[src/rtl/regbank_arb_pkg.sv]
// Shared types and defaults for the register-bank write arbiter.
// Holds the FSM state encoding and a one-hot helper used for grant vectors.
package regbank_arb_pkg;

    typedef enum logic {
        IDLE  = 1'b0,
        GRANT = 1'b1
    } state_e;

    localparam int DEF_NREQ = 4;
    localparam int DEF_DW   = 8;
    localparam int DEF_AW   = 3;
    localparam int MAX_NREQ = 8;

    function automatic logic [MAX_NREQ-1:0] onehot(input logic [2:0] idx);
        logic [MAX_NREQ-1:0] v;
        v      = '0;
        v[idx] = 1'b1;
        return v;
    endfunction

endpackage

[src/rtl/regbank_arbiter_rr_pick.sv]
// Rotating priority encoder: first set req bit at or above ptr, wrapping modulo N.
// Latency: combinational. Backpressure: none, pure function of its inputs.
// Reusable by any round-robin arbiter in the datapath.
module rr_pick #(
    parameter int N  = 4,
    parameter int PW = 2
) (
    input  logic [N-1:0]  req,
    input  logic [PW-1:0] ptr,
    output logic          valid,
    output logic [PW-1:0] win
);

    // Scan from the farthest offset down so the nearest candidate is written last.
    always_comb begin
        valid = 1'b0;
        win   = '0;
        for (int i = N - 1; i >= 0; i--) begin
            if (req[(int'(ptr) + i) % N]) begin
                valid = 1'b1;
                win   = PW'((int'(ptr) + i) % N);
            end
        end
    end

endmodule

[src/rtl/regbank_arbiter.sv]
// Round-robin arbiter owning a DEPTH x DW register bank with one shared write port.
// Latency: req sampled at edge t, gnt/busy high t..t+1, bank written at edge t+1; one write per 2 cycles.
// Backpressure: requesters hold req/addr/data until gnt; optional lock via REGBANK_ARB_LOCK_EN.
module regbank_arbiter
    import regbank_arb_pkg::*;
#(
    parameter int NREQ = DEF_NREQ,
    parameter int DW   = DEF_DW,
    parameter int AW   = DEF_AW
) (
    input  logic               clk,
    input  logic               rstb,
    input  logic [NREQ-1:0]    req,
    input  logic [NREQ*AW-1:0] wr_addr,
    input  logic [NREQ*DW-1:0] wr_data,
`ifdef REGBANK_ARB_LOCK_EN
    input  logic [NREQ-1:0]    lock,
`endif
    output logic [NREQ-1:0]    gnt,
    output logic               busy,
    input  logic [AW-1:0]      rd_addr,
    output logic [DW-1:0]      rd_data
);

    localparam int DEPTH = 1 << AW;
    localparam int PW    = (NREQ > 1) ? $clog2(NREQ) : 1;

    state_e            state_q, state_d;
    logic [NREQ-1:0]   gnt_q, gnt_d;
    logic [AW-1:0]     addr_q, addr_d;
    logic [DW-1:0]     data_q, data_d;
    logic [PW-1:0]     ptr_q, ptr_d;
    logic [PW-1:0]     win_q, win_d;
    logic [DW-1:0]     bank_q [DEPTH];
    logic [DW-1:0]     bank_d [DEPTH];
    logic              pick_vld;
    logic [PW-1:0]     pick_win;
    logic [PW-1:0]     sel_win;
    logic [PW-1:0]     ptr_nxt;
`ifdef REGBANK_ARB_LOCK_EN
    logic              hold_q, hold_d;
    logic              last_vld_q, last_vld_d;
`endif

    rr_pick #(.N(NREQ), .PW(PW)) u_pick (
        .req   (req),
        .ptr   (ptr_q),
        .valid (pick_vld),
        .win   (pick_win)
    );

    assign ptr_nxt = (win_q == PW'(NREQ - 1)) ? '0 : win_q + 1'b1;

    always_comb begin
        state_d = state_q;
        gnt_d   = gnt_q;
        addr_d  = addr_q;
        data_d  = data_q;
        ptr_d   = ptr_q;
        win_d   = win_q;
        bank_d  = bank_q;
        sel_win = pick_win;
`ifdef REGBANK_ARB_LOCK_EN
        hold_d     = hold_q;
        last_vld_d = last_vld_q;
        // A locked previous winner re-wins without rotating the pointer.
        if (last_vld_q && req[win_q] && lock[win_q]) begin
            sel_win = win_q;
        end
`endif
        case (state_q)
            IDLE: begin
                if (pick_vld) begin
                    gnt_d   = NREQ'(onehot(3'(sel_win)));
                    addr_d  = wr_addr[int'(sel_win)*AW +: AW];
                    data_d  = wr_data[int'(sel_win)*DW +: DW];
                    win_d   = sel_win;
                    state_d = GRANT;
`ifdef REGBANK_ARB_LOCK_EN
                    hold_d  = last_vld_q && req[win_q] && lock[win_q];
`endif
                end
            end
            GRANT: begin
                bank_d[addr_q] = data_q;
                gnt_d          = '0;
                state_d        = IDLE;
`ifdef REGBANK_ARB_LOCK_EN
                last_vld_d     = 1'b1;
                if (!hold_q) begin
                    ptr_d = ptr_nxt;
                end
`else
                ptr_d          = ptr_nxt;
`endif
            end
            default: state_d = IDLE;
        endcase
    end

    always_ff @(posedge clk or negedge rstb) begin
        if (!rstb) begin
            state_q <= IDLE;
            gnt_q   <= '0;
            addr_q  <= '0;
            data_q  <= '0;
            ptr_q   <= '0;
            win_q   <= '0;
            for (int i = 0; i < DEPTH; i++) begin
                bank_q[i] <= '0;
            end
`ifdef REGBANK_ARB_LOCK_EN
            hold_q     <= 1'b0;
            last_vld_q <= 1'b0;
`endif
        end else begin
            state_q <= state_d;
            gnt_q   <= gnt_d;
            addr_q  <= addr_d;
            data_q  <= data_d;
            ptr_q   <= ptr_d;
            win_q   <= win_d;
            bank_q  <= bank_d;
`ifdef REGBANK_ARB_LOCK_EN
            hold_q     <= hold_d;
            last_vld_q <= last_vld_d;
`endif
        end
    end

    assign gnt     = gnt_q;
    assign busy    = (state_q == GRANT);
    assign rd_data = bank_q[rd_addr];

endmodule

[config.mk]
export PLATFORM = sky130hd
export DESIGN_NAME = regbank_arbiter
export DESIGN_NICKNAME = d
export VERILOG_FILES = /design/src/rtl/regbank_arb_pkg.sv /design/src/rtl/regbank_arbiter_rr_pick.sv /design/src/rtl/regbank_arbiter.sv
export SDC_FILE = /design/constraint.sdc
export NUM_CORES = 1
export LEC_CHECK = 0
export CAP_MARGIN = 10
export CORE_MARGIN = 3
export CORE_UTILIZATION = 48
export CTS_CLUSTER_SIZE = 8
export DETAILED_ROUTE_END_ITERATION = 8
export GPL_TIMING_DRIVEN = 1
export PLACE_DENSITY = 0.76
export SLEW_MARGIN = 20
export SYNTH_ARGS = -nofsm -noshare
export SYNTH_HDL_FRONTEND = slang
export SYNTH_SLANG_ARGS = --single-unit
[constraint.sdc]
create_clock -name clk -period 2.3 [get_ports clk]
set_input_delay 0.46 -clock clk [delete_from_list [all_inputs] [get_ports clk]]
set_output_delay 0.46 -clock clk [all_outputs]
set_load 0.02 [all_outputs]
==> flow_metrics.tcl <==
set metrics [dict create \
    path_max_fanout 8 \
    fin_skew_ns 0.006013 \
    die_y_um 98.75 \
    drive_gt1_frac 0.4136 \
    place.gp.congestion 0.8019 \
    yosysSeqAreaShare 0.5091 \
    die_w_um 98.75 \
    maxSlewHeadroom 0.6035 \
    yosys_warnings 0 \
    critPathCapture "rd_data[0]" \
    vias 2697 \
    worstSetupStartpointType "input pin" \
    fmax_mhz 445.0 \
    outcome "complete, no violations" \
    drt_pass1_iterations 4 \
    diodes 0 \
    routed_wl_um 8568 \
    grt_pass1_vias 2803 \
    synth_area_per_cell_um2 14.39 \
    clockRootBuffer "clkbuf_8" \
    start_util 0.4975 \
    nets 432 \
    hold_path.class "input pin to asynchronous set/reset pin" \
    cp_data_required_time_ns 1.84 \
    core-area_um2 8299 \
    antenna_found_initial 0 \
    synth_top_area_frac 0.5091 \
    post_drt_wl_per_cell_um 17.59 \
    place_hpwl_um 6158 \
    synth-edff-count 0 \
    cts_buffer_depth 2 \
    cts_inserted_buffers 9 \
    synthArstFlopShare 1.000 \
    ir_drop_mv 0.4339 \
    ctsHtreeMaxLevel 3 \
    fin_cells 487 \
    drtIter0Drc 80 \
    drc 0 \
    endpoint_kind "output port" \
    worst_slew_pin_slew_ns 0.5917 \
    syn_inst 287 \
    hold_viol_final 0 \
    cp.arrival_ns 1.79 \
    postCtsSetupBuffers 0 \
    fin_crit_ns 2.247 \
    path_class "input pin to output port" \
    ant_nets 0 \
    synth.distinct_cells 37 \
    pin_count 66 \
    grt_pass1_wl_um 14330 \
    mostFrequentLayoutCell "dfrtp_1" \
    drv_slew 0 \
    cap_viol_max_count 0 \
    reg2reg_slack_ns 0.27 \
    cts_tree "done" \
    crit_path_start "rd_addr[0]" \
    areaGrowthSynthToFinish_pct 28.18 \
    clk_pin_slew_worst_paths_ns 0.08 \
    die_area_um2 9751 \
    placed_cells 469 \
    clkSinkCount 84 \
    synth_fp_nets 341 \
    io_buffers 65 \
    rr_worst_depth 6 \
    final_cell_mix "dfrtp_1, mux2_2, clkdlybuf4s50_1" \
    grt_overflow_total 0 \
    holdWs_ns 0.4972 \
    worstReg2RegStart "ptr_q[1]$_DFFE_PN0P_" \
    power_leakage_uw 0.002146 \
    fin_crit_sh 0.9771 \
    gr-usage-all-layers 0.1881 \
    num-fill-cells 646 \
    yosys-top-cells-area "dfrtp_1, mux2_2, mux4_2" \
    setup_viol 0 \
    clkLatencyLatePin_ns 0.35 \
    crit-reg2reg-capture "data_q[1]$_DFFE_PN0P_" \
    vias_per_cell 5.538 \
    synth_area_um2 4129 \
    ys_ff_latch 84 \
    grt_max_degree 71 \
    ys.flop_type "dfrtp_1" \
    power_density_nw_per_um2 1147 \
    yosys.area.top_type "dfrtp_1" \
    rsz0062_at_grt "no" \
    rows 33 \
]
-- power breakdown --
| part | switching [µW] | internal [µW] |
|---|---|---|
| Sequential | 585 | 2210 |
| Clock | 491 | 383 |
| Combinational | 929 | 1480 |
| Total | 2000 | 4070 |
-- logic make-up (layout without fill, tap and decap cells) --
group	count (synthesis)	after routing	share of synthesized area
AOI/OAI and AO/OA	36	36	0.08061
DFF	84	84	0.5091
and+or+nand+nor	43	43	0.06485
buffers and inverters	22	117	0.02697
muxes	101	101	0.3155
adders and majority gates	1	1	0.003030
-- critical path: stages --
cell	delay, ns
clkbuf_4	0.15
buf_12	0.15
mux4_2	0.50
mux2_2	0.27
clkdlybuf4s15_2	0.25
-- worst min-delay path by stage --
stage	from	to	depth (start not counted)
floorplan	rstb	addr_q[0]$_DFFE_PN0P_	0
global placement	rstb	bank_q[20]$_DFFE_PN0P_	1
detailed placement	rstb	bank_q[20]$_DFFE_PN0P_	1
CTS	rstb	bank_q[20]$_DFFE_PN0P_	2
global route	rstb	bank_q[4]$_DFFE_PN0P_	2
finish	rstb	bank_q[20]$_DFFE_PN0P_	2
-- flip-flops by register name, indices dropped and copies added (netlist names) --
name,flops
addr_q,3
win_q,2
ptr_q,2
gnt,4
bank_q,64
data_q,8
busy,1
-- routing by layer --
layer / wire length, µm / GRT usage
met5: 0 / 0
met3: 442 / 0.04459
met1: 4012 / 0.2639
met4: 102 / 0.05672
met2: 4010 / 0.2929
-- cells in the mapped netlist, drive strengths merged, types with 2 or more instances --
cell,n
dfrtp,84
mux2,73
mux4,16
nor2,15
nor3b,13
mux2i,12
a2111oi,11
a211oi,11
clkbuf,10
buf,9
inv,3
nand2,3
nand4b,3
a21oi,2
a22o,2
a32o,2
nor3,2
o21ai,2
or2,2
-- per-stage QoR --
step	utilization	TNS (ns)	worst slack [ns]	power [µW]	area (µm²)
6_report	0.6377	0	0.05271	6073	5293
5_1_grt	0.6377	0	0.003785	6468	5293
4_1_cts	0.6389	0	0.002767	6125	5303
3_5_place_dp	0.6119	-7.859	-0.6629	5275	5079
3_3_place_gp	0.6119	-7.062	-0.6606	5170	5079
2_1_floorplan	-	0	0.01511	4377	4129
-- cell type report --
type | count | area [µm²] | share of cell area
clock buffer | 12 | 135.1 | 0.02553
clock inverter | 3 | 15.01 | 0.002837
inverter | 3 | 11.26 | 0.002128
multi-input combinational | 181 | 1919 | 0.3626
sequential | 84 | 2102 | 0.3972
tap | 105 | 131.4 | 0.02482
timing repair buffer | 99 | 978.4 | 0.1849
-- repair_timing --
| action | in CTS | in global routing |
|---|---|---|
| resized for setup | 30 | 7 |
| hold buffers | 1 | 0 |
| gates cloned | 2 | 0 |
| setup endpoints to repair | 8 | 11 |
| endpoints found under the hold margin | 14 | 0 |
Power figures use the tool's default switching activity.
